### config.mk
export PLATFORM = sky130hd
export DESIGN_NAME = ram_arbiter_a7_flat
export DESIGN_NICKNAME = d
export VERILOG_FILES = /design/src/rtl/ram_arbiter_a7_if.sv /design/src/rtl/ram_arbiter_a7.sv /design/src/flat_wrapper.sv
export SDC_FILE = /design/constraint.sdc
export NUM_CORES = 1
export LEC_CHECK = 0
export ABC_AREA = 1
export BUFFER_PORTS_ARGS = -buffer_cell sky130_fd_sc_hd__buf_2
export CAP_MARGIN = 10
export CORE_AREA = 2 2 212 214
export DETAILED_ROUTE_END_ITERATION = 16
export DIE_AREA = 0 0 214 216
export PLACE_DENSITY = 0.54
export SLEW_MARGIN = 40
export SYNTH_ARGS = -nofsm -noshare
export SYNTH_HDL_FRONTEND = slang
export SYNTH_SLANG_ARGS = --single-unit
### constraint.sdc
create_clock -name clk -period 3.7 [get_ports clk]
set_input_delay 0.74 -clock clk [delete_from_list [all_inputs] [get_ports clk]]
set_output_delay 0.74 -clock clk [all_outputs]
set_load 0.03 [all_outputs]
### src/rtl/ram_arbiter_a7_if.sv
// ram_arbiter_a7_if: client-side and memory-side bus bundle for ram_arbiter_a7.
// The slave modport is the arbiter's view; master is the view of the clients
// plus the memory port that surround it.
interface ram_arbiter_a7_if #(
    parameter int NCHAN = 4,
    parameter int AW    = 22,
    parameter int DW    = 32
);
    logic [NCHAN-1:0]    req;
    logic [NCHAN-1:0]    write;
    logic [NCHAN*AW-1:0] addr;
    logic [NCHAN*DW-1:0] data_in;
    logic [NCHAN-1:0]    ready;
    logic [NCHAN-1:0]    done;
    logic [NCHAN*DW-1:0] data_out;

    logic                cmd_valid;
    logic                cmd_ready;
    logic                cmd_write;
    logic [AW-1:0]       cmd_addr;
    logic [DW-1:0]       cmd_wdata;
    logic                rd_valid;
    logic [DW-1:0]       rd_data;

    modport slave (
        input  req, write, addr, data_in, cmd_ready, rd_valid, rd_data,
        output ready, done, data_out, cmd_valid, cmd_write, cmd_addr, cmd_wdata
    );

    modport master (
        output req, write, addr, data_in, cmd_ready, rd_valid, rd_data,
        input  ready, done, data_out, cmd_valid, cmd_write, cmd_addr, cmd_wdata
    );
endinterface

### src/rtl/ram_arbiter_a7.sv
// ram_arbiter_a7: N-channel round-robin arbiter in front of one DDR3 user
// command port. One transaction is in flight at a time; read data is held
// per channel until that channel's next read completes.
// Optional feature macro: RAM_ARB_FIXED_PRIO_EN -- channel 0 (VGA refresh)
// always wins when requesting; channels 1..NCHAN-1 rotate among themselves.
module ram_arbiter_a7 #(
    parameter int NCHAN = 4,
    parameter int AW    = 22,
    parameter int DW    = 32
) (
    input  logic                  clk,
    input  logic                  reset_n,
    ram_arbiter_a7_if.slave       bus,
    output logic                  busy,
    output logic [2:0]            grant_id
);

    typedef enum logic [1:0] {IDLE, ISSUE, WAIT_RD, FIN} state_t;

    state_t              state;
    logic [2:0]          rr_ptr;
    logic [2:0]          grant_id_r;
    logic                cmd_valid_r;
    logic                cmd_write_r;
    logic [AW-1:0]       cmd_addr_r;
    logic [DW-1:0]       cmd_wdata_r;
    logic [NCHAN-1:0]    done_r;
    logic                ready_r;
    logic                busy_r;
    logic [NCHAN*DW-1:0] data_out_r;

    logic                found;
    logic [2:0]          winner;
    logic                win_write;
    logic [AW-1:0]       win_addr;
    logic [DW-1:0]       win_wdata;
    logic [NCHAN-1:0]    rr_req;
    logic [2:0]          rr_next;

    // Pick the winning channel and mux its write/addr/data for latching in IDLE
    always_comb begin
        found     = 1'b0;
        winner    = '0;
        win_write = 1'b0;
        win_addr  = '0;
        win_wdata = '0;
`ifdef RAM_ARB_FIXED_PRIO_EN
        rr_req = bus.req & {{(NCHAN-1){1'b1}}, 1'b0};
        if (bus.req[0]) begin
            found     = 1'b1;
            winner    = 3'd0;
            win_write = bus.write[0];
            win_addr  = bus.addr[0 +: AW];
            win_wdata = bus.data_in[0 +: DW];
        end
`else
        rr_req = bus.req;
`endif
        for (int k = 0; k < NCHAN; k++) begin
            for (int i = 0; i < NCHAN; i++) begin
                if (!found && rr_req[i] && (i == ((int'(rr_ptr) + k) % NCHAN))) begin
                    found     = 1'b1;
                    winner    = 3'(i);
                    win_write = bus.write[i];
                    win_addr  = bus.addr[i*AW +: AW];
                    win_wdata = bus.data_in[i*DW +: DW];
                end
            end
        end
    end

    // Round-robin pointer moves one past the winner; in fixed-priority builds it skips channel 0
    always_comb begin
        rr_next = 3'd0;
        if (int'(winner) != NCHAN - 1) begin
            rr_next = winner + 3'd1;
        end
`ifdef RAM_ARB_FIXED_PRIO_EN
        else begin
            rr_next = 3'd1;
        end
`endif
    end

    // Transaction FSM with all outputs registered
    always_ff @(posedge clk or negedge reset_n) begin
        if (!reset_n) begin
            state       <= IDLE;
            rr_ptr      <= '0;
            grant_id_r  <= '0;
            cmd_valid_r <= 1'b0;
            cmd_write_r <= 1'b0;
            cmd_addr_r  <= '0;
            cmd_wdata_r <= '0;
            done_r      <= '0;
            ready_r     <= 1'b1;
            busy_r      <= 1'b0;
            data_out_r  <= '0;
        end else begin
            done_r <= '0;
            case (state)
                IDLE: begin
                    if (found) begin
                        state       <= ISSUE;
                        grant_id_r  <= winner;
                        cmd_valid_r <= 1'b1;
                        cmd_write_r <= win_write;
                        cmd_addr_r  <= win_addr;
                        cmd_wdata_r <= win_wdata;
                        ready_r     <= 1'b0;
                        busy_r      <= 1'b1;
`ifdef RAM_ARB_FIXED_PRIO_EN
                        if (winner != 3'd0) begin
                            rr_ptr <= rr_next;
                        end
`else
                        rr_ptr <= rr_next;
`endif
                    end
                end
                ISSUE: begin
                    if (bus.cmd_ready) begin
                        cmd_valid_r <= 1'b0;
                        if (cmd_write_r) begin
                            state  <= FIN;
                            done_r <= NCHAN'(1) << grant_id_r;
                        end else begin
                            state <= WAIT_RD;
                        end
                    end
                end
                WAIT_RD: begin
                    if (bus.rd_valid) begin
                        for (int i = 0; i < NCHAN; i++) begin
                            if (i == int'(grant_id_r)) begin
                                data_out_r[i*DW +: DW] <= bus.rd_data;
                            end
                        end
                        done_r <= NCHAN'(1) << grant_id_r;
                        state  <= FIN;
                    end
                end
                FIN: begin
                    state   <= IDLE;
                    ready_r <= 1'b1;
                    busy_r  <= 1'b0;
                end
                default: begin
                    state <= IDLE;
                end
            endcase
        end
    end

    assign bus.ready     = {NCHAN{ready_r}};
    assign bus.done      = done_r;
    assign bus.data_out  = data_out_r;
    assign bus.cmd_valid = cmd_valid_r;
    assign bus.cmd_write = cmd_write_r;
    assign bus.cmd_addr  = cmd_addr_r;
    assign bus.cmd_wdata = cmd_wdata_r;
    assign busy          = busy_r;
    assign grant_id      = grant_id_r;

endmodule

### src/flat_wrapper.sv
// flat-port wrapper written by rule: the top's interface ports become plain ports
module ram_arbiter_a7_flat 
#(
    parameter int NCHAN = 4,
    parameter int AW    = 22,
    parameter int DW    = 32
)
  (clk, reset_n, busy, grant_id, bus_req, bus_write, bus_addr, bus_data_in, bus_cmd_ready, bus_rd_valid, bus_rd_data, bus_ready, bus_done, bus_data_out, bus_cmd_valid, bus_cmd_write, bus_cmd_addr, bus_cmd_wdata);
  ram_arbiter_a7_if #(.NCHAN(NCHAN), .AW(AW), .DW(DW)) bus_i ();
  input  logic clk;
  input  logic reset_n;
  output logic busy;
  output logic [2:0] grant_id;
  input wire logic [$bits(bus_i.req)-1:0] bus_req;
  input wire logic [$bits(bus_i.write)-1:0] bus_write;
  input wire logic [$bits(bus_i.addr)-1:0] bus_addr;
  input wire logic [$bits(bus_i.data_in)-1:0] bus_data_in;
  input wire logic [$bits(bus_i.cmd_ready)-1:0] bus_cmd_ready;
  input wire logic [$bits(bus_i.rd_valid)-1:0] bus_rd_valid;
  input wire logic [$bits(bus_i.rd_data)-1:0] bus_rd_data;
  output wire logic [$bits(bus_i.ready)-1:0] bus_ready;
  output wire logic [$bits(bus_i.done)-1:0] bus_done;
  output wire logic [$bits(bus_i.data_out)-1:0] bus_data_out;
  output wire logic [$bits(bus_i.cmd_valid)-1:0] bus_cmd_valid;
  output wire logic [$bits(bus_i.cmd_write)-1:0] bus_cmd_write;
  output wire logic [$bits(bus_i.cmd_addr)-1:0] bus_cmd_addr;
  output wire logic [$bits(bus_i.cmd_wdata)-1:0] bus_cmd_wdata;
  assign bus_i.req = bus_req;
  assign bus_i.write = bus_write;
  assign bus_i.addr = bus_addr;
  assign bus_i.data_in = bus_data_in;
  assign bus_i.cmd_ready = bus_cmd_ready;
  assign bus_i.rd_valid = bus_rd_valid;
  assign bus_i.rd_data = bus_rd_data;
  assign bus_ready = bus_i.ready;
  assign bus_done = bus_i.done;
  assign bus_data_out = bus_i.data_out;
  assign bus_cmd_valid = bus_i.cmd_valid;
  assign bus_cmd_write = bus_i.cmd_write;
  assign bus_cmd_addr = bus_i.cmd_addr;
  assign bus_cmd_wdata = bus_i.cmd_wdata;
  ram_arbiter_a7 #(.NCHAN(NCHAN), .AW(AW), .DW(DW)) u_core (.clk(clk), .reset_n(reset_n), .bus(bus_i), .busy(busy), .grant_id(grant_id));
endmodule
==> results by stage, run 1 <==
Run status:
- The run finished with clean final reports.

Synth:
- The netlist area before placement is 0.0152 mm².
- During synthesis, Yosys emitted a total of 0 warnings.
- Synthesis produced a netlist with a net count of 2,959.
- The sequential fraction of the synthesis area is 32.3%.
- The synthesized netlist cell count is 2,694.
- The mean post-synth cell area is 5.63 µm².
- Counting distinct cell types in the post-synthesis netlist gives 30.
- After synthesis the netlist holds a flip-flop and latch count of 196.

Clock network:
- The number of hold buffers added after CTS was 0.
- The clock passes through at most 2 buffers.
- The number of setup buffers added after CTS is 0.
- The maximum level of the CTS H-tree is 4.
- The number of sinks driven by the clock tree is 196.
- The TritonCTS clock tree is built.
- The total CTS buffers is 17.
- Clock-pin slew was measured on the worst setup and hold paths at 0.08 ns.
- The worst-skew pair later-pin latency is 0.48 ns.
- The tree is rooted in a sky130_fd_sc_hd__clkbuf_16.
- The post-cts resize count is 0.

Place:
- The placed instances occupy a cell area of 0.0183 mm².
- Once placement completed, the tool counted placed cells totaling 3,659.
- The detailed-placement wirelength estimate is 45,200 µm.
- The congestion estimate from routability-driven global placement came to 0.890.
- The count of buffers inserted at the top-level ports is 454.

Setup path:
- The type of origin of the critical path is a flop.
- The highest fanout seen on the critical path is 11.
- In this design, the stage delay of the slowest critical-path cell is 0.50 ns.
- The critical path goes through nor2_2 -> nand2_2 -> nand3_1 -> nor2_1 -> nand4_1 -> nor2_4 -> nand4_2 -> nor2_2 -> nand4_2 -> nor2_4 -> buf_4 -> nand2_1 -> nand2_1 -> nor2_1 -> nor2_1.
- The cell with the largest stage delay on the worst path is sky130_fd_sc_hd__dfrtp_1.
- The most frequent cell on the critical path is sky130_fd_sc_hd__nor2_1.
- The data arrival time at the worst-slack endpoint is 3.53 ns.
- The critical path in this run is classified as reg -> reg.
- The worst endpoint required time is 4.10 ns.
- The element type at the critical path end is a flop.

GRT:
- Entering global routing, the biggest net connects 74 pins.
- The first global-routing pass estimated 101,000 µm of wire.
- The global router's overall resource usage is 28.1%.
- The number of antenna violations at the first check in global routing is 25.
- The number of global-route vias before repair is 17.4k.
- The sum of overflow across all layers after global routing is 0.

Die:
- The floorplan step defined a die boundary enclosing 0.0462 mm².
- The floorplan step set the die height to 216 µm.
- The starting utilization of the core area is 34.6%.
- The number of placement rows is 77.
- The total area inside the core boundary comes to 0.0438 mm².
- Measured along the x axis, the die boundary spans 214 µm.
- The number of placed I/O pins is 456.

Route:
- For this run, the detailed router's first-pass iteration total came to 5.
- The count of nets left with antenna violations once routing finished came out at 0.
- The number of DRC violations after detailed-routing iteration 0 is 1,600.
- The routed via count divided by cell count is 4.95.
- The final layout contains routed wiring with a total length of 65,700 µm.
- The count of unresolved DRC violations after routing is 0.
- The via count is 18.4k.
- Dividing the detail-routed wire length by the instance count gives 17.7 µm.

Hold path:
- The min-delay analysis places its worst path in the category in -> async.

Finish:
- The net count of the finished layout is 3,351.
- The total of fill cells in the finished design is 4,763.
- The summed area of non-filler cells in the final layout is 0.0190 mm².
- At the end of the flow the core is filled with cells to 43.3%.
- The most common cell after layout, fill and taps aside is sky130_fd_sc_hd__nand2_1.
- The area taken by flip-flops and latches is 0.00491 mm².
- In the final layout, the multi-input gates occupy 0.00885 mm².
- Relative to the synthesized area, the layout overhead comes to 25.1%.
- The share of final-layout standard cells stronger than drive strength 1 is 19.1%.
- In the layout the commonest cells are 849 x sky130_fd_sc_hd__nand2_1, 789 x sky130_fd_sc_hd__nor2_1, 453 x sky130_fd_sc_hd__buf_2.
- The final instance count without filler cells is 3,709.

Timing:
- Hold is met by 0.176 ns.
- The tightest slew margin relative to the limit is 41.8%.
- The final-report hold violation count is 0.
- The final cycle utilization of the critical path is 84.6%.
- Derived from the worst setup path, the maximum achievable clock frequency is 320 MHz.
- The final-layout setup total negative slack is 0 ns.
- The final setup violation count is 0.
- Between clock sinks in the finished design, the worst skew comes to 0.0192 ns.
- Setup repair after global routing left no endpoint under its margin.
- The shortest period the worst path allows is 3.13 ns.
- At the pin with the least slew margin, the transition time is 0.872 ns.
- The max-slew violation count is 0.

Power and ir drop:
- For this design the static power due to leakage is 10.8 nW.
- Power spread over the standard cell area amounts to 835 mW/mm².
- The maximum VDD drop is 0.515 mV.

Flow run:
- The tool flagged a number of max-cap violations equal to 0.
cell usage after synthesis, drive strengths merged:
library cell	number	area share, %
nand2	852	21
nor2	805	20
nand3	275	9.2
inv	236	5.8
dfrtp	195	32
o21ai	101	3.3
clkbuf	77	1.9
buf	64	2.1
nand4	37	1.8
a21oi	32	1.1
ha	5	0.41
nor3	5	0.16
o211ai	3	0.15
clkinv	2	0.050
a211o	1	0.058
a211oi	1	0.050
a21boi	1	0.050
conb	1	0.025
dfstp	1	0.17
layer usage:
metal	vias to the layer above	global-route usage [%]	part of all wire (%)
li1	9063	-	-
met1	8390	35.6	43
met2	740	46.1	46
met3	154	5.75	7.6
met4	22	12.3	3.6
met5	-	0	0.20
cell families (layout without fill, tap and decap cells):
group	count (synthesis)	in the layout	share of synthesized area (%)
buffers and inverters	379	784	9.94
other	1	19	0.0247
adders and majority gates	5	5	0.412
AOI/OAI and AO/OA	139	139	4.69
and+or+nand+nor	1974	1974	52.6
DFF	196	196	32.3
final timing paths:
| check | depth (start not counted) | slack [ns] | start | to |
|---|---|---|---|---|
| max | 15 | 0.57 | u_core.rr_ptr[1] | u_core.bus.cmd_wdata[14] |
| min | 1 | 0.18 | reset_n | u_core.bus.data_out[3] |
| max reg2reg | 15 | 0.57 | u_core.rr_ptr[1] | u_core.bus.cmd_wdata[14] |
| min reg2reg | 2 | 0.47 | u_core.bus.cmd_wdata[26] | u_core.bus.cmd_wdata[26] |
| max in group asynchronous | 3 | 2.48 | reset_n | u_core.bus.data_out[28] |
| min in group clk | 2 | 0.47 | u_core.bus.cmd_wdata[26] | u_core.bus.cmd_wdata[26] |
registers in the layout, indices dropped and copies added (netlist names):
register and flops:
u_core.bus.cmd_addr 22, u_core.bus.cmd_valid 1, u_core.bus.cmd_wdata 32, u_core.bus.cmd_write 1
u_core.bus.data_out 128, u_core.bus.done 4, u_core.busy 1, u_core.grant_id 2
u_core.ready_r 1, u_core.rr_ptr 2, u_core.state 2
cell type report:
cell class	count	share of cell area, %
Clock inverter	13	0.917
Timing Repair Buffer	514	15.4
Antenna cell	18	0.237
Clock buffer	19	2.33
Sequential cell	196	25.9
Multi-Input combinational cell	2119	46.6
Inverter	238	4.71
Tap cell	592	3.90
worst max-delay path: cells and delay by family, from the launching register on:
kind / cells / cell delay [ns]
simple gates: 14 / 2.27
flops: 1 / 0.50
buf+inv: 1 / 0.31
where the power goes:
group / internal, mW / leakage, nW / total, mW / switching (mW)
Combinational: 3.12 / 8.08 / 10.1 / 7.01
Sequential: 3.13 / 2.43 / 3.72 / 0.592
Clock: 0.998 / 0.298 / 2.00 / 1.01
stage by stage:
| stage | total power [mW] | worst slack (ns) |
|---|---|---|
| after floorplan | 10.6 | 1.05 |
| after global placement | 13.8 | 0.240 |
| after detailed placement | 13.9 | 0.342 |
| after CTS | 15.9 | 0.624 |
| after global routing | 17.2 | 0.292 |
| final | 15.9 | 0.570 |
(Power assumes the default switching activity.)
==> run 2, diff against run 1 <==
Settings changed: PLACE_DENSITY 0.54 to 0.57.
Clock period 3.7 ns to 2.7 ns, I/O delays scaled along.
==> run 2 against run 1 <==
Hold slack lost 0.080 ns. Final area grew 2.8%. First-iteration DRC count grew 23%.
==> results by stage, run 2 (same netlist as run 1, synthesis figures left out) <==
Place:
- The detailed-placement wirelength estimate is 45,700 µm.
- Port buffering added 454 buffers.
- The global placement routability congestion is 0.913.

Finish:
- The area added between synthesis and finish is 28.7%.
- In the layout the commonest cells are 849 x sky130_fd_sc_hd__nand2_1, 787 x sky130_fd_sc_hd__nor2_1, 453 x sky130_fd_sc_hd__buf_2.
- At the end of the flow the core is filled with cells to 44.5%.
- Cells with a size suffix above 1 make up 20.5% of the layout.
- In the final layout, the multi-input gates occupy 0.00887 mm².
- Across the whole layout, storage elements account for 0.00491 mm².
- The register with the most flip-flops in the layout has 128 of them.
- The filler cells instantiated in the layout total 4,678.
- Leaving out fill and tap cells, the most frequent cell in the layout is sky130_fd_sc_hd__nand2_1.
- The net count of the finished layout is 3,398.

GRT:
- The sum of overflow across all layers after global routing is 0.
- The first global-routing pass estimated 103,000 µm of wire.
- The global router's overall resource usage is 28.3%.
- The number of antenna violations at the first check in global routing was 16.
- The largest net degree at the start of global routing is 67.
- The number of global-route vias before repair was 17.9k.

Setup path:
- The end of the worst register-to-register path is u_core.bus.cmd_wdata[26].
- At the worst endpoint, the required time is 3.06 ns.
- The number of buffer and inverter instances along the worst setup path is 5.
- The most frequent cell on the critical path is sky130_fd_sc_hd__nand2_1.
- The maximum cell stage delay along the critical path is 0.47 ns.
- For this design, the slowest cell found on the critical path is sky130_fd_sc_hd__dfrtp_2.
- The depth of the worst register-to-register path is 20.
- In this run the worst path has a maximum fanout of 23.
- The critical path goes through buf_4 -> nand3_4 -> buf_4 -> clkinvlp_4 -> buf_12 -> clkbuf_16 -> nand2_1 -> nand3_1 -> nor2_1 -> nand2_1 -> nor2_1 -> nand2_1 -> nor2_1 -> nand3_1 -> nor2_1 -> nand3_1 -> nor2_1 -> nand2_1 -> nand2_1 -> nand2_1.
- The data arrival time at the worst-slack endpoint is 2.89 ns.
- The cell family contributing the most delay on the critical path is simple AND/OR/NAND/NOR gates.
- The setup path with the least slack is of type reg -> reg.
- In this run the critical register-to-register path is launched from u_core.rr_ptr[0].
- In this run the register-to-register setup slack is 0.17 ns.
- The worst setup path is captured at a flop.
- The critical path runs through a total of 20 cells.
- The worst setup path is launched from a flop.

Clock network:
- The number of sinks driven by the clock tree is 196.
- The total CTS buffers is 17.
- The maximum clock insertion buffer count is 2.
- The maximum level of the CTS H-tree is 4.
- The worst-skew pair later-pin latency is 0.48 ns.
- TritonCTS built the clock tree.
- The clock tree root driver cell is sky130_fd_sc_hd__clkbuf_16.
- The clock-pin transition on the worst setup and hold timing paths is 0.09 ns.
- The hold buffer count at CTS is 0.

Flow run:
- The number of max-capacitance violations reported is 0.

Timing:
- The final-layout worst hold slack is 0.0955 ns.
- For the pin with the worst max-slew slack, the measured transition is 0.671 ns.
- Setup violations remaining at the end of the flow were counted as 0.
- The fmax is 395 MHz.
- Clock skew on the completed layout was measured at 0.0116 ns.
- Setup repair after global routing could not meet its margin everywhere.
- The final cycle utilization of the critical path is 93.8%.
- The max-slew violation count is 0.
- The shortest period the worst path allows is 2.53 ns.
- The tightest slew margin relative to the limit is 55.2%.
- The final-report hold violation count was 0.

Die:
- The vertical extent of the die is 216 µm.
- The die outline width is 214 µm.
- The starting utilization of the core area is 34.6%.
- The number of placement rows is 77.
- The die covers 0.0462 mm².
- In this run the count of I/O pins placed on the die edge is 456.
- The total core area is 0.0438 mm².

Power and ir drop:
- The analysis attributes to net switching a power of 12.1 mW.
- The static leakage power is 11.1 nW.
- In this run, flip-flops and latches consume 22.8% of the power.
- Net switching is 53.8% of the power.
- The clock power share is 12.2%.
- The internal power of the cells totals 10.4 mW.
- In this run the power density over the cells is 1150 mW/mm².
- The maximum VDD drop is 0.537 mV.
- The part of the total power dissipated in combinational logic is 65.0%.

Route:
- For this run, the detailed router's first-pass iteration total came to 5.
- For this block, the initial DRC count from the detailed router was 1,972.
- After detailed routing, the number of remaining DRC violations is 0.
- The final layout contains routed wiring with a total length of 66,500 µm.
- The routed via count divided by cell count is 5.07.
- The via count is 19.0k.
- The number of nets still failing antenna checks after routing is 0.
- The average detailed-routed wire length per instance is 17.7 µm.

Hold path:
- The class of the tightest hold or removal check is in -> async.

Run status:
- The run finished with clean final reports.
[run 2: power groups by stage]
stage               logic, mW  registers [mW]  clock network, mW
floorplan                6.98            7.57                  0
global placement         14.2            5.15                  0
detailed placement       14.4            5.16                  0
CTS                      14.4            5.13               2.80
global route             16.1            5.30               2.91
finish                   14.6            5.12               2.73
[run 2: metal layers]
metal  up-vias  global-route usage (%)  wire length (µm)
li1       9155                       -                 -
met1      8788                    36.6             27700
met2       903                    47.0             31400
met3       130                    5.40              5520
met4        16                    10.1              1690
met5         -                       0               105
[run 2: worst max-delay path by stage]
stage / startpoint / end
3_3_place_gp: bus_req[3] / u_core.bus.cmd_wdata[7]
3_5_place_dp: bus_req[3] / u_core.bus.cmd_wdata[7]
4_1_cts: u_core.rr_ptr[0] / u_core.bus.cmd_addr[7]
5_1_grt: u_core.rr_ptr[0] / u_core.bus.cmd_addr[8]
6_report: u_core.rr_ptr[0] / u_core.bus.cmd_wdata[26]
2_1_floorplan: bus_req[2] / u_core.bus.cmd_write
[run 2: timing repair]
| item | in CTS | in global routing |
|---|---|---|
| buffers inserted | 0 | 4 |
| endpoints found under the setup margin | 0 | 64 |
| gates resized for setup | 0 | 16 |
[run 2: area by class of cell]
type,count,share of cell area (%)
flip-flops and latches,196,25.2
repair buffers,561,17.8
inverters,238,4.60
clock inverters,14,0.859
diodes,11,0.141
multi-input cells,2119,45.4
well taps,592,3.80
clock buffers,18,2.25
[run 2: metrics by stage]
stage	TNS (ns)	worst slack, ns	std cells	cell area (µm²)	power [mW]
finish	0	0.167	3749	19500	22.5
global route	-0.115	-0.0638	3743	19500	24.3
CTS	0	0.0146	3733	19400	22.4
detailed placement	-0.0200	-0.0113	3701	18700	19.6
global placement	0	0.0398	3701	18700	19.3
floorplan	0	0.252	2694	15200	14.6
